===== src/rtl/rgbw_frame_decoder_pkg.sv =====
// Shared constants and FSM encoding for the RGBW command-frame decoder.
package rgbw_frame_decoder_pkg;

  localparam logic [7:0] SYNC_BYTE_DEF = 8'hA5;
  localparam int         FRAME_LEN     = 9;
  localparam int         PAYLOAD_LEN   = 7;

  localparam logic [2:0] IDX_MODE  = 3'd0;
  localparam logic [2:0] IDX_LINT  = 3'd1;
  localparam logic [2:0] IDX_RED   = 3'd2;
  localparam logic [2:0] IDX_GREEN = 3'd3;
  localparam logic [2:0] IDX_BLUE  = 3'd4;
  localparam logic [2:0] IDX_WHITE = 3'd5;
  localparam logic [2:0] IDX_CIDX  = 3'd6;

  typedef enum logic [1:0] {
    ST_IDLE    = 2'd0,
    ST_PAYLOAD = 2'd1,
    ST_CKSUM   = 2'd2,
    ST_COMMIT  = 2'd3
  } state_e;

endpackage


===== src/rtl/rgbw_frame_decoder_rdy_edge_detect.sv =====
// Rising-edge detector on the SPI byte-ready level: one accepted byte per 0->1 transition.
module rdy_edge_detect (
  input  logic clk,
  input  logic reset,
  input  logic rdy_in,
  output logic rdy_rise_o
);

  logic rdy_q;

  always_ff @(posedge clk) begin
    if (reset) rdy_q <= 1'b0;
    else       rdy_q <= rdy_in;
  end

  assign rdy_rise_o = rdy_in & ~rdy_q;

endmodule


===== src/rtl/rgbw_frame_decoder.sv =====
// Assembles SYNC+7 payload+XOR-checksum frames from the SPI byte stream and
// commits the payload atomically to the colour-generator registers.
module rgbw_frame_decoder
  import rgbw_frame_decoder_pkg::*;
#(
  parameter logic [7:0]  SYNC_BYTE     = SYNC_BYTE_DEF,
  parameter int unsigned TIMEOUT_TICKS = 255
) (
  input  logic       clk,
  input  logic       reset,
  input  logic       clk_half,
  input  logic       cs,
  input  logic       rdy_in,
  input  logic [7:0] data_in,
  output logic [7:0] mode_out,
  output logic [7:0] lint_out,
  output logic [7:0] red_out,
  output logic [7:0] green_out,
  output logic [7:0] blue_out,
  output logic [7:0] white_out,
  output logic [7:0] colorIdx_out,
  output logic       frame_ok,
  output logic       frame_err,
  output logic [7:0] err_cnt
);

  localparam logic [7:0] TIMER_RELOAD = 8'(TIMEOUT_TICKS);

  state_e     state_q, state_d;
  logic       byte_acc;
  logic       in_frame;
  logic       tmo;
  logic       start, load, commit, err_set;
  logic [2:0] idx_q;
  logic [7:0] acc_q;
  logic [7:0] timer_q;
  logic [7:0] err_cnt_q;
  logic       frame_ok_q, frame_err_q;
  logic [7:0] shadow_q [PAYLOAD_LEN];
  logic [7:0] out_q    [PAYLOAD_LEN];

  rdy_edge_detect u_rdy_edge (
    .clk        (clk),
    .reset      (reset),
    .rdy_in     (rdy_in),
    .rdy_rise_o (byte_acc)
  );

  assign in_frame = (state_q == ST_PAYLOAD) || (state_q == ST_CKSUM);
  // The timer expires on the tick that would take it to zero.
  assign tmo = in_frame && clk_half && (timer_q <= 8'd1);

  always_ff @(posedge clk) begin
    if (reset) state_q <= ST_IDLE;
    else       state_q <= state_d;
  end

  // Priority inside a frame: cs abort, then accepted byte, then timeout.
  always_comb begin
    state_d = state_q;
    case (state_q)
      ST_IDLE: begin
        if (byte_acc && (data_in == SYNC_BYTE)) state_d = ST_PAYLOAD;
      end
      ST_PAYLOAD: begin
        if (cs)                                  state_d = ST_IDLE;
        else if (byte_acc && idx_q == IDX_CIDX)  state_d = ST_CKSUM;
        else if (!byte_acc && tmo)               state_d = ST_IDLE;
      end
      ST_CKSUM: begin
        if (cs)                                  state_d = ST_IDLE;
        else if (byte_acc)                       state_d = (data_in == acc_q) ? ST_COMMIT : ST_IDLE;
        else if (tmo)                            state_d = ST_IDLE;
      end
      ST_COMMIT: state_d = ST_IDLE;
      default:   state_d = ST_IDLE;
    endcase
  end

  always_comb begin
    start   = 1'b0;
    load    = 1'b0;
    commit  = 1'b0;
    err_set = 1'b0;
    case (state_q)
      ST_IDLE:    start = byte_acc && (data_in == SYNC_BYTE);
      ST_PAYLOAD: begin
        load    = !cs && byte_acc;
        err_set = cs || (!byte_acc && tmo);
      end
      ST_CKSUM:   err_set = cs || (byte_acc && (data_in != acc_q)) || (!byte_acc && tmo);
      ST_COMMIT:  commit = 1'b1;
      default:    ;
    endcase
  end

  always_ff @(posedge clk) begin
    if (reset) begin
      idx_q       <= '0;
      acc_q       <= '0;
      timer_q     <= '0;
      err_cnt_q   <= '0;
      frame_ok_q  <= 1'b0;
      frame_err_q <= 1'b0;
      for (int i = 0; i < PAYLOAD_LEN; i++) begin
        shadow_q[i] <= '0;
        out_q[i]    <= '0;
      end
    end else begin
      frame_ok_q  <= commit;
      frame_err_q <= err_set;
      if (err_set && (err_cnt_q != 8'hFF)) err_cnt_q <= err_cnt_q + 8'd1;

      if (byte_acc)                                     timer_q <= TIMER_RELOAD;
      else if (state_q != ST_IDLE && clk_half && timer_q != 8'd0) timer_q <= timer_q - 8'd1;

      if (start) begin
        acc_q <= SYNC_BYTE;
        idx_q <= '0;
      end
      if (load) begin
        shadow_q[idx_q] <= data_in;
        acc_q           <= acc_q ^ data_in;
        idx_q           <= 3'(idx_q + 3'd1);
      end
      if (commit) begin
        for (int i = 0; i < PAYLOAD_LEN; i++) out_q[i] <= shadow_q[i];
      end
    end
  end

  assign mode_out     = out_q[IDX_MODE];
  assign lint_out     = out_q[IDX_LINT];
  assign red_out      = out_q[IDX_RED];
  assign green_out    = out_q[IDX_GREEN];
  assign blue_out     = out_q[IDX_BLUE];
  assign white_out    = out_q[IDX_WHITE];
  assign colorIdx_out = out_q[IDX_CIDX];
  assign frame_ok     = frame_ok_q;
  assign frame_err    = frame_err_q;
  assign err_cnt      = err_cnt_q;

endmodule


===== config.mk =====
export PLATFORM = sky130hd
export DESIGN_NAME = rgbw_frame_decoder
export DESIGN_NICKNAME = d
export VERILOG_FILES = /design/src/rtl/rgbw_frame_decoder_pkg.sv /design/src/rtl/rgbw_frame_decoder_rdy_edge_detect.sv /design/src/rtl/rgbw_frame_decoder.sv
export SDC_FILE = /design/constraint.sdc
export NUM_CORES = 1
export LEC_CHECK = 0
export BUFFER_PORTS_ARGS = -buffer_cell sky130_fd_sc_hd__buf_2
export CORE_UTILIZATION = 40
export DETAILED_ROUTE_END_ITERATION = 10
export GPL_TIMING_DRIVEN = 0
export SYNTH_ARGS = -nofsm -noshare
export SYNTH_HDL_FRONTEND = slang
export SYNTH_SLANG_ARGS = --single-unit

===== constraint.sdc =====
create_clock -name clk -period 4.6 [get_ports clk]
set_clock_uncertainty 0.05 [all_clocks]
set_input_delay 0.46 -clock clk [delete_from_list [all_inputs] [get_ports clk]]
set_output_delay 0.46 -clock clk [all_outputs]
set_load 0.01 [all_outputs]

==> run metrics <==
# DRC=0; cell row count=between 40 and 50; I/O pin total=79; Cell variety after synth=49; Final Util=50.2%; hpwl dp=7.68 mm; Clk Tree Root Cell=clkbuf_16; FF-to-FF Start=u_rdy_edge.rdy_q; post-synthesis sequential area ratio=about 67%; Mapped Nets=492; Setup crit end kind=flop; Synth Area in Adders=2.15%; gpl congestion=0.784; Crit path top cell by count=clkbuf_1; Cells after Synth=469; Synth Area per Inst=around 12 sq um; hold path start=rdy_in; multiplexer share of the synthesized area=1.55%; Worst-Margin Slew=1290 ps; path depth of the worst reg2reg path=6; DP Area=roughly 6400 sq um; Synth area leader=edfxtp_1; CTS Hold Bufs=0; # setup viols final=0; DR vias=3682; slowest stage cell, crit path=or2_2; flop2flop setup slack=2120 ps; cts repair resizes=0; Critical Path Max Stage Delay=1040 ps; xor and xnor area share after synthesis=2.41%; hold violation count in the final report=0; power density over the cells=423 nW/um^2; Die X=123 um; Crit Path Category=input pin to flop; max-cap violations=0; fin crit share=55.5%; dpl cells=727; R2R Path End=shadow_q[0][1]; gr ovfl total=0; PortBufs=78; Final Max Tran Viols=0; arrival time at the worst endpoint=2530 ps; gr usage total=16.7%; Slew HR=13.8%; largest family of logic cells by synthesized area=simple AND/OR/NAND/NOR gates; vias in the first global route=between 3000 and 4000; initial antenna violation count=0; DR pass1 iterations=4; P&R area growth vs syn=20.9%; CP Launch Type=input pin; Die Y=123 um; CTS Buf Count=17; RSZ-0062 raised after global routing=no; clk slew on worst S/H paths=60 ps; nets=589; 1st-iter DRT viols=~250; worst hold path class=input pin to flop; Hold Path End=u_rdy_edge.rdy_q; pin count of the biggest net entering global routing=57; Post-synth top flop=edfxtp_1; Synthesis Warnings=0; Pleak=0.00272 uW; synthesized flop and latch total=144; Fmax=391 MHz; largest fanout on the critical path=56; Synth area leaders=edfxtp_1, dfxtp_1, and2_1; pre-CTS setup slack=1520 ps; Routed wire per std cell=between 10 and 15 um; Simple-Gate Fraction of Synth Area=18.5%; fillers=between 1000 and 1500; clk sinks=approximately 140; crit path time final=2550 ps; status=complete, no violations; ys async rst share=0%; Mapped Area=5830 sq um; Routed Antenna Nets=0; maximum vdd ir drop=approximately 0.21 mV; post-synthesis compound-gate area fraction=5.82%; CORE AREA=14000 sq um; Starting Density=41.5%; Skew-Pair Late Insertion Delay=420 ps; Synth top area share=53.6%; final worst slack=2050 ps; total negative setup slack=0 ps; fraction of layout cells with a size suffix above 1=21.4%; Ant. Diodes=0; Final Instance Area=roughly 7000 sq um; CTS tree=done; Vias per Instance=4.85; EDFF count, synth=104; # H-tree levels=4; Max Root-Sink Buffers=2; Worst Path Required=4580 ps; final wirelength=around 11 mm; Die ar.=15100 sq um; first-pass GRT wire length=18.5 mm; ordered list of cells on the worst path=buf_2 > clkbuf_1 > clkbuf_1 > or2_2; Layout Cells excl Fill=759; Post-CTS Repair Setup Buffers=0; hold path depth=2
## synthesized netlist by cell type (all sizes together), types with 2 or more instances
cell type,count
edfxtp,104
nor2,82
and2,49
dfxtp,40
a21oi,22
nand2,17
clkbuf,16
inv,16
xnor2,14
nor2b,12
o21ai,12
ha,10
mux2i,9
nand3,7
a311oi,6
nand2b,6
nand3b,6
nand4,5
nor3,3
or3,3
a31oi,2
a41oi,2
and3,2
buf,2
nor4,2
or2,2
or4,2
xor2,2
## flip-flops by register name (all words and copies together) (netlist names)
register	cells
out_q	56
shadow_q	56
acc_q	8
err_cnt	8
timer_q	8
idx_q	3
state_q	2
frame_err	1
frame_ok	1
u_rdy_edge.rdy_q	1
## final cells by class
cell class                 instances  area (sq um)  share of cell area, %
inverter                          16          60.1                  0.853
sequential                       144          3920                   55.7
buffer                            18          70.1                  0.995
clock inverter                    13           169                   2.40
timing repair buffer              78           390                   5.54
multi-input combinational        291          1770                   25.2
clock buffer                      19           433                   6.15
tap                              180           225                   3.20
## how the worst max path moves through the flow
stage               start        endpoint  slack, ps
floorplan              cs  shadow_q[0][0]       2350
global placement    reset     out_q[6][2]       1610
detailed placement  reset     out_q[0][3]       1520
CTS                 reset     out_q[0][7]       1980
global route        reset     out_q[0][2]       1850
finish              reset     out_q[0][5]       2050
## kinds of logic (layout without fill, tap and decap cells)
group | Yosys count | after routing
AND/OR/NAND/NOR | 204 | 204
flip-flops | 144 | 144
AO/OA/AOI/OAI | 52 | 52
buffers and inverters | 34 | 144
XOR/XNOR | 16 | 16
adder cells (fa/ha/maj) | 10 | 10
multiplexers | 9 | 9
## cells in the final DEF (no fill, tap or decap), types with 5 or more instances in the layout
cell type	Yosys	final
and2_1	48	48
ha_1	10	10
a311oi_1	5	5
o21ai_0	12	12
nand4_1	5	5
edfxtp_1	104	104
clkbuf_16	0	17
nand2_1	17	17
nand3b_1	6	6
buf_2	2	80
nand2b_1	6	6
a21oi_1	22	22
inv_1	16	16
clkbuf_1	16	18
nor2b_1	12	12
nor2_1	80	80
xnor2_1	14	14
dfxtp_1	40	40
mux2i_1	9	9
nand3_1	7	7
## critical path: cells and delay by family
kind / cells / cell delay, ps
buf+inv: 3 / 960
simple gates: 1 / 1040
## per-stage QoR
step	total power (uW)	hold WS, ps
global route	3090	270
floorplan	1560	402
global placement	1600	419
detailed placement	1610	427
CTS	3010	236
finish	2980	270
## routing by layer
metal	track usage [%]	wire length, um
met3	4.74	573
met1	21.1	5120
met2	27.0	5480
met4	6.86	117
met5	0	0
## power by group
part	switching, uW	leakage [uW]	internal (uW)
Combinational	85.7	0.00104	46.4
Sequential	19.2	0.00140	1430
Clock	498	0.000285	897
No activity file was read; power rests on OpenSTA's default activity.
